## src/rtl/latrn_bank_write_seq.sv

```systemverilog
// Write sequencer for a bank of transparent latches: turns valid/ready requests
// into setup/pulse/hold-timed enable (or clear) pulses on a shared data bus.
module latrn_bank_write_seq #(
    parameter int WIDTH     = 8,
    parameter int DEPTH     = 4,
    parameter int AW        = 2,
    parameter int SETUP_CYC = 1,
    parameter int PULSE_CYC = 2,
    parameter int HOLD_CYC  = 1
) (
    input  logic             CLK,
    input  logic             RST,
    input  logic             IN_VALID,
    output logic             IN_READY,
    input  logic             IN_CLR,
    input  logic [AW-1:0]    IN_ADDR,
    input  logic [WIDTH-1:0] IN_DATA,
    output logic [DEPTH-1:0] E,
    output logic [WIDTH-1:0] D,
    output logic             RN,
    output logic             BUSY,
    output logic             DONE,
    output logic             ERR
);

    localparam int MAXC = (SETUP_CYC > PULSE_CYC)
                        ? ((SETUP_CYC > HOLD_CYC) ? SETUP_CYC : HOLD_CYC)
                        : ((PULSE_CYC > HOLD_CYC) ? PULSE_CYC : HOLD_CYC);
    localparam int CW   = (MAXC < 2) ? 1 : $clog2(MAXC);

    localparam logic [CW-1:0] SETUP_LAST = CW'((SETUP_CYC > 0) ? SETUP_CYC - 1 : 0);
    localparam logic [CW-1:0] PULSE_LAST = CW'(PULSE_CYC - 1);
    localparam logic [CW-1:0] HOLD_LAST  = CW'((HOLD_CYC > 0) ? HOLD_CYC - 1 : 0);
    localparam logic [AW:0]   DEPTH_EXT  = (AW + 1)'(DEPTH);

    typedef enum logic [2:0] {
        S_IDLE,
        S_SETUP,
        S_PULSE,
        S_HOLD,
        S_DONE
    } state_t;

    state_t           state_q, state_d;
    logic [CW-1:0]    cnt_q, cnt_d;
    logic [AW-1:0]    addr_q, addr_d;
    logic             clr_q, clr_d;
    logic             bad_q, bad_d;
    logic [DEPTH-1:0] e_q, e_d;
    logic [WIDTH-1:0] d_q, d_d;
    logic             rn_q, rn_d;
    logic             busy_q, busy_d;
    logic             done_q, done_d;
    logic             err_q, err_d;
    logic             pulse_d;

    // Outputs are decoded from the next state so they are registered yet line up with it.
    always_comb begin
        state_d = state_q;
        cnt_d   = cnt_q;
        addr_d  = addr_q;
        clr_d   = clr_q;
        bad_d   = bad_q;
        d_d     = d_q;

        case (state_q)
            S_IDLE: begin
                if (IN_VALID) begin
                    addr_d  = IN_ADDR;
                    clr_d   = IN_CLR;
                    bad_d   = !IN_CLR && ({1'b0, IN_ADDR} >= DEPTH_EXT);
                    cnt_d   = '0;
                    state_d = (SETUP_CYC > 0) ? S_SETUP : S_PULSE;
                    if (!IN_CLR) begin
                        d_d = IN_DATA;
                    end
                end
            end
            S_SETUP: begin
                if (cnt_q == SETUP_LAST) begin
                    cnt_d   = '0;
                    state_d = S_PULSE;
                end else begin
                    cnt_d = cnt_q + 1'b1;
                end
            end
            S_PULSE: begin
                if (cnt_q == PULSE_LAST) begin
                    cnt_d   = '0;
                    state_d = (HOLD_CYC > 0) ? S_HOLD : S_DONE;
                end else begin
                    cnt_d = cnt_q + 1'b1;
                end
            end
            S_HOLD: begin
                if (cnt_q == HOLD_LAST) begin
                    cnt_d   = '0;
                    state_d = S_DONE;
                end else begin
                    cnt_d = cnt_q + 1'b1;
                end
            end
            S_DONE: begin
                cnt_d   = '0;
                state_d = S_IDLE;
            end
            default: begin
                cnt_d   = '0;
                state_d = S_IDLE;
            end
        endcase

        pulse_d = (state_d == S_PULSE);
        // An out-of-range write runs the full timing with every enable held low.
        e_d     = (pulse_d && !clr_d && !bad_d) ? (DEPTH'(1) << addr_d) : '0;
        rn_d    = !(pulse_d && clr_d);
        busy_d  = (state_d != S_IDLE);
        done_d  = (state_d == S_DONE);
        err_d   = done_d && bad_d;
    end

    always_ff @(posedge CLK) begin
        if (RST) begin
            state_q <= S_IDLE;
            cnt_q   <= '0;
            addr_q  <= '0;
            clr_q   <= 1'b0;
            bad_q   <= 1'b0;
            e_q     <= '0;
            d_q     <= '0;
            rn_q    <= 1'b1;
            busy_q  <= 1'b0;
            done_q  <= 1'b0;
            err_q   <= 1'b0;
        end else begin
            state_q <= state_d;
            cnt_q   <= cnt_d;
            addr_q  <= addr_d;
            clr_q   <= clr_d;
            bad_q   <= bad_d;
            e_q     <= e_d;
            d_q     <= d_d;
            rn_q    <= rn_d;
            busy_q  <= busy_d;
            done_q  <= done_d;
            err_q   <= err_d;
        end
    end

    assign IN_READY = (state_q == S_IDLE);
    assign E        = e_q;
    assign D        = d_q;
    assign RN       = rn_q;
    assign BUSY     = busy_q;
    assign DONE     = done_q;
    assign ERR      = err_q;

endmodule

```

## config.mk

```make
export PLATFORM = sky130hd
export DESIGN_NAME = latrn_bank_write_seq
export DESIGN_NICKNAME = d
export VERILOG_FILES = /design/src/rtl/latrn_bank_write_seq.sv
export SDC_FILE = /design/constraint.sdc
export NUM_CORES = 1
export LEC_CHECK = 0
export BUFFER_PORTS_ARGS = -buffer_cell sky130_fd_sc_hd__buf_2
export CAP_MARGIN = 25
export CORE_MARGIN = 3
export CORE_UTILIZATION = 43
export CTS_CLUSTER_SIZE = 25
export DETAILED_ROUTE_END_ITERATION = 16
export GPL_ROUTABILITY_DRIVEN = 0
export PLACE_DENSITY_LB_ADDON = 0.1
export SETUP_SLACK_MARGIN = 0.3
export SYNTH_ARGS = -nofsm -noshare
export SYNTH_HDL_FRONTEND = slang
export SYNTH_SLANG_ARGS = --single-unit
```

## constraint.sdc

```tcl
create_clock -name CLK -period 1.5 [get_ports CLK]
set_input_delay 0.15 -clock CLK [delete_from_list [all_inputs] [get_ports CLK]]
set_output_delay 0.15 -clock CLK [all_outputs]
set_load 0.005 [all_outputs]
```

==> qor_table.md <==
| Quantity | Reported | Unit |
| --- | --- | --- |
| Minimum clock period after layout | 1.51 | ns |
| IO Port Bufs | 30 | - |
| Share of Yosys cell area claimed by the top area cell type | 53.0 | % |
| Design internal power | 1.17 | mW |
| Achievable Freq | 0.660 | GHz |
| Routed length per placed instance | 14.5 | um |
| Width of the die | 51.9 | um |
| Total routing usage reported by global routing | 18.3 | % |
| Final Hold Viols | 0 | - |
| Endpoint of the lowest-slack register-to-register path | E[0] | - |
| Clk_skew | 0.00917 | ns |
| CP endpoint kind | flop | - |
| Remaining Overflow, GRT | 0 | - |
| Share of power burned in combinational logic | 27.4 | % |
| Net count, final | 152 | - |
| Source-to-sink clock delay at the later pin of the worst-skew pair | 0.32 | ns |
| Sink of the worst hold path | D[1] | - |
| Critical Path Fanout Max | 6 | - |
| Net Sw Power | 0.437 | mW |
| Largest delay share family, worst path | simple AND/OR/NAND/NOR gates | - |
| Worst Hold Class | in2reg | - |
| Remaining antenna violation count | 0 | - |
| Sequential share of power | 43.7 | % |
| Gate count of the mapped netlist | 93 | - |
| RSZ-0062 raised after global routing | yes | - |
| Maximum clock path buffer count | 2 | - |
| Number of nets in the synthesized netlist | 107 | - |
| Cell with the biggest individual delay on the critical path | dfxtp_2 | - |
| CTS Root Buffer Type | clkbuf_4 | - |
| Final slew viol count | 0 | - |
| Via count of the first global-routing pass | 779 | - |
| Static Leak | 0.595 | nW |
| Headroom to the max-slew limit | 67.0 | % |
| Top cells by area, synth | dfxtp_1 53%, nand3_1 5.0%, a21oi_1 4.4%, mux2i_1 4.4%, nor3_1 4.4% | - |
| Post-synthesis instance area | 906 | um2 |
| Warnings from Yosys | 0 | - |
| CP Depth | 5 | - |
| DR vias/cell | 5.10 | - |
| Leading area contributor after synthesis | dfxtp_1 | - |
| Fraction of the yosys area taken by sequential cells | 53.0 | % |
| Startpoint of the worst-slack reg-to-reg timing path | state_q[0] | - |
| Initial core utilization | 48.8 | % |
| Area of the core | 1860 | um2 |
| Final-report setup violation count | 2 | - |
| Clock tree from TritonCTS | built | - |
| TritonCTS Buffers | 3 | - |
| CP cell instances | buf_6 > nor4b_4 > buf_6 > mux2_4 > nor4_2 | - |
| Setup CP Type | reg2reg | - |
| Aggregate negative setup slack | -0.0206 | ns |
| I/O pin count | 31 | - |
| Transition time at the pin with the least slew margin | 0.495 | ns |
| Fin crit share | 101 | % |
| H-Tree Level Count | 1 | - |
| Vias | 827 | - |
| Initial DRT Pass Iterations | 3 | - |
| Half-perimeter wire length after detailed placement | 1320 | um |
| DRC violation total after the first TritonRoute iteration | 7 | - |
| Hold Path Cell Cnt | 3 | - |
| Die Y | 51.9 | um |
| Result of the run | finished with violations | - |
| VDD IR max | 0.000920 | V |
| Ratio of cells with drive above 1 in the final layout | 56.9 | % |
| Area overhead of the layout relative to synthesis | 55.2 | % |
| Number of distinct library cells after synthesis | 22 | - |
| Diode count | 0 | - |
| Number of cell rows | 15 | - |
| Violations in the final reports | setup timing | - |
| Proportion of power drawn by the clock network | 28.9 | % |
| Final worst-path setup slack | -0.0142 | ns |
| Antenna violations before repair | 0 | - |
| Critical path buffers and inverters | 2 | - |
| Routed wire length | 2350 | um |
| Global-route wire length before repair | 3580 | um |
| Switching fraction of total power | 27.1 | % |
| Post-layout util | 75.7 | % |
| Crit path DAT | 1.75 | ns |
| Total of max-cap violations | 0 | - |
| Startpoint class of the critical path | flop | - |
| Required time at the worst-slack endpoint | 1.74 | ns |
| Mean cell area of the mapped netlist | 9.74 | um2 |
| Total die area | 2690 | um2 |
| Residual DRC count | 0 | - |
| Clock transition time at the flip-flop clock pins of the worst setup and hold paths | 0.14 | ns |
| Cell type with the highest occurrence count on the critical path | buf_6 | - |
| Power Dens Cells | 1150 | nW/um2 |
| Worst-case reg-to-reg path depth | 5 | - |
| Hold Crit Start | IN_DATA[1] | - |
| Clock sinks | 24 | - |
| R2r setup slk | -0.01 | ns |
| Pin count of the biggest net entering global routing | 20 | - |
| Seq cells post-synth | 24 | - |
| Slowest stage delay, CP | 0.35 | ns |
| Hold-fix buffer count after cts | 0 | - |
==> cells in the final DEF (no fill, tap or decap), drive strengths merged <==
| master | synthesis | layout |
|---|---|---|
| nor2b | 3 | 3 |
| nor4b | 1 | 1 |
| o21ai | 8 | 8 |
| clkbuf | 5 | 3 |
| or3 | 1 | 1 |
| nor3 | 8 | 8 |
| clkinv | 1 | 1 |
| buf | 2 | 47 |
| nand2b | 1 | 1 |
| mux2 | 3 | 3 |
| bufinv | 0 | 1 |
| xnor2 | 1 | 1 |
| dfxtp | 24 | 24 |
| a21oi | 8 | 8 |
| inv | 1 | 1 |
| o211ai | 1 | 1 |
| nor2 | 4 | 4 |
| nor4 | 6 | 6 |
| mux2i | 4 | 4 |
| nand3 | 9 | 9 |
| xor2 | 1 | 1 |
| nand2 | 1 | 1 |
==> worst min-delay path: stages <==
cell     delay, ns
buf_2         0.10
nand3_1       0.05
a21oi_1       0.05
==> sequential cells by signal, summed over array words and instances (netlist names) <==
signal and count:
D 8, E 4, state_q 3, addr_q 2, BUSY 1, DONE 1, ERR 1, RN 1
bad_q 1, clr_q 1, cnt_q 1
==> cell type report <==
cell class | count | area [um2]
Clock inverter | 1 | 30.0
Inverter | 2 | 20.0
Clock buffer | 3 | 22.5
Sequential cell | 24 | 484
Multi-Input combinational cell | 60 | 497
Fill cell | 136 | 452
Tap cell | 25 | 31.3
Timing Repair Buffer | 47 | 322
==> timing repair <==
item | in CTS | in global routing
pin swaps | 4 | 7
gates resized for setup | 19 | 18
buffers inserted | 8 | 2
endpoints found under the setup margin | 17 | 21
==> logic make-up after synthesis <==
kind of cell,count (synthesis),share of synthesized area (%)
AO/OA/AOI/OAI,17,9.67
XOR/XNOR,2,1.93
buffers and inverters,9,5.52
flip-flops,24,53.0
multiplexers,7,8.15
AND/OR/NAND/NOR,34,21.7
==> routing by layer <==
metal,routed length [um],GRT usage (%),up-vias
li1,-,-,416
met1,987,22.9,384
met4,31,7.86,0
met2,1230,30.3,23
met5,0,0,-
met3,107,3.44,4
==> synth_stat cells <==
cell type / number
clkbuf_1: 4
nor2b_1: 3
nor4_1: 6
a21oi_1: 8
xor2_1: 1
o211ai_1: 1
clkinv_1: 1
or3_1: 1
nor4b_4: 1
mux2_2: 3
o21ai_0: 8
clkbuf_2: 1
buf_6: 2
mux2i_1: 4
nor2_1: 4
dfxtp_1: 24
nand3_1: 9
inv_1: 1
nand2_1: 1
nand2b_1: 1
nor3_1: 8
xnor2_1: 1
==> worst max-delay path by stage <==
stage	endpoint	start	slack, ns
4_1_cts	IN_READY	state_q[0]	0.007
2_1_floorplan	E[0]	state_q[1]	-0.07
3_3_place_gp	IN_READY	state_q[1]	0.04
6_report	E[0]	state_q[0]	-0.01
5_1_grt	E[2]	state_q[0]	-0.11
3_5_place_dp	E[1]	state_q[1]	0.02
==> power groups by stage <==
stage               Combinational [mW]  Clock (mW)  Sequential (mW)
floorplan                        0.202           0            0.707
global placement                 0.267           0            0.709
detailed placement               0.270           0            0.711
CTS                              0.365       0.471            0.700
global route                     0.479       0.498            0.708
finish                           0.442       0.466            0.704
==> metrics by stage <==
stage	setup slack (ns)	std cells	hold slack (ns)	power, mW	instance area, um2
finish	-0.0142	162	0.0663	1.61	1410
global route	-0.113	162	0.0596	1.69	1410
CTS	0.00680	160	0.0621	1.54	1310
detailed placement	0.0224	148	0.401	0.981	1120
global placement	0.0380	148	0.405	0.976	1120
floorplan	-0.0704	93	0.276	0.908	936
Note: power is estimated with default switching activity, not from simulation.
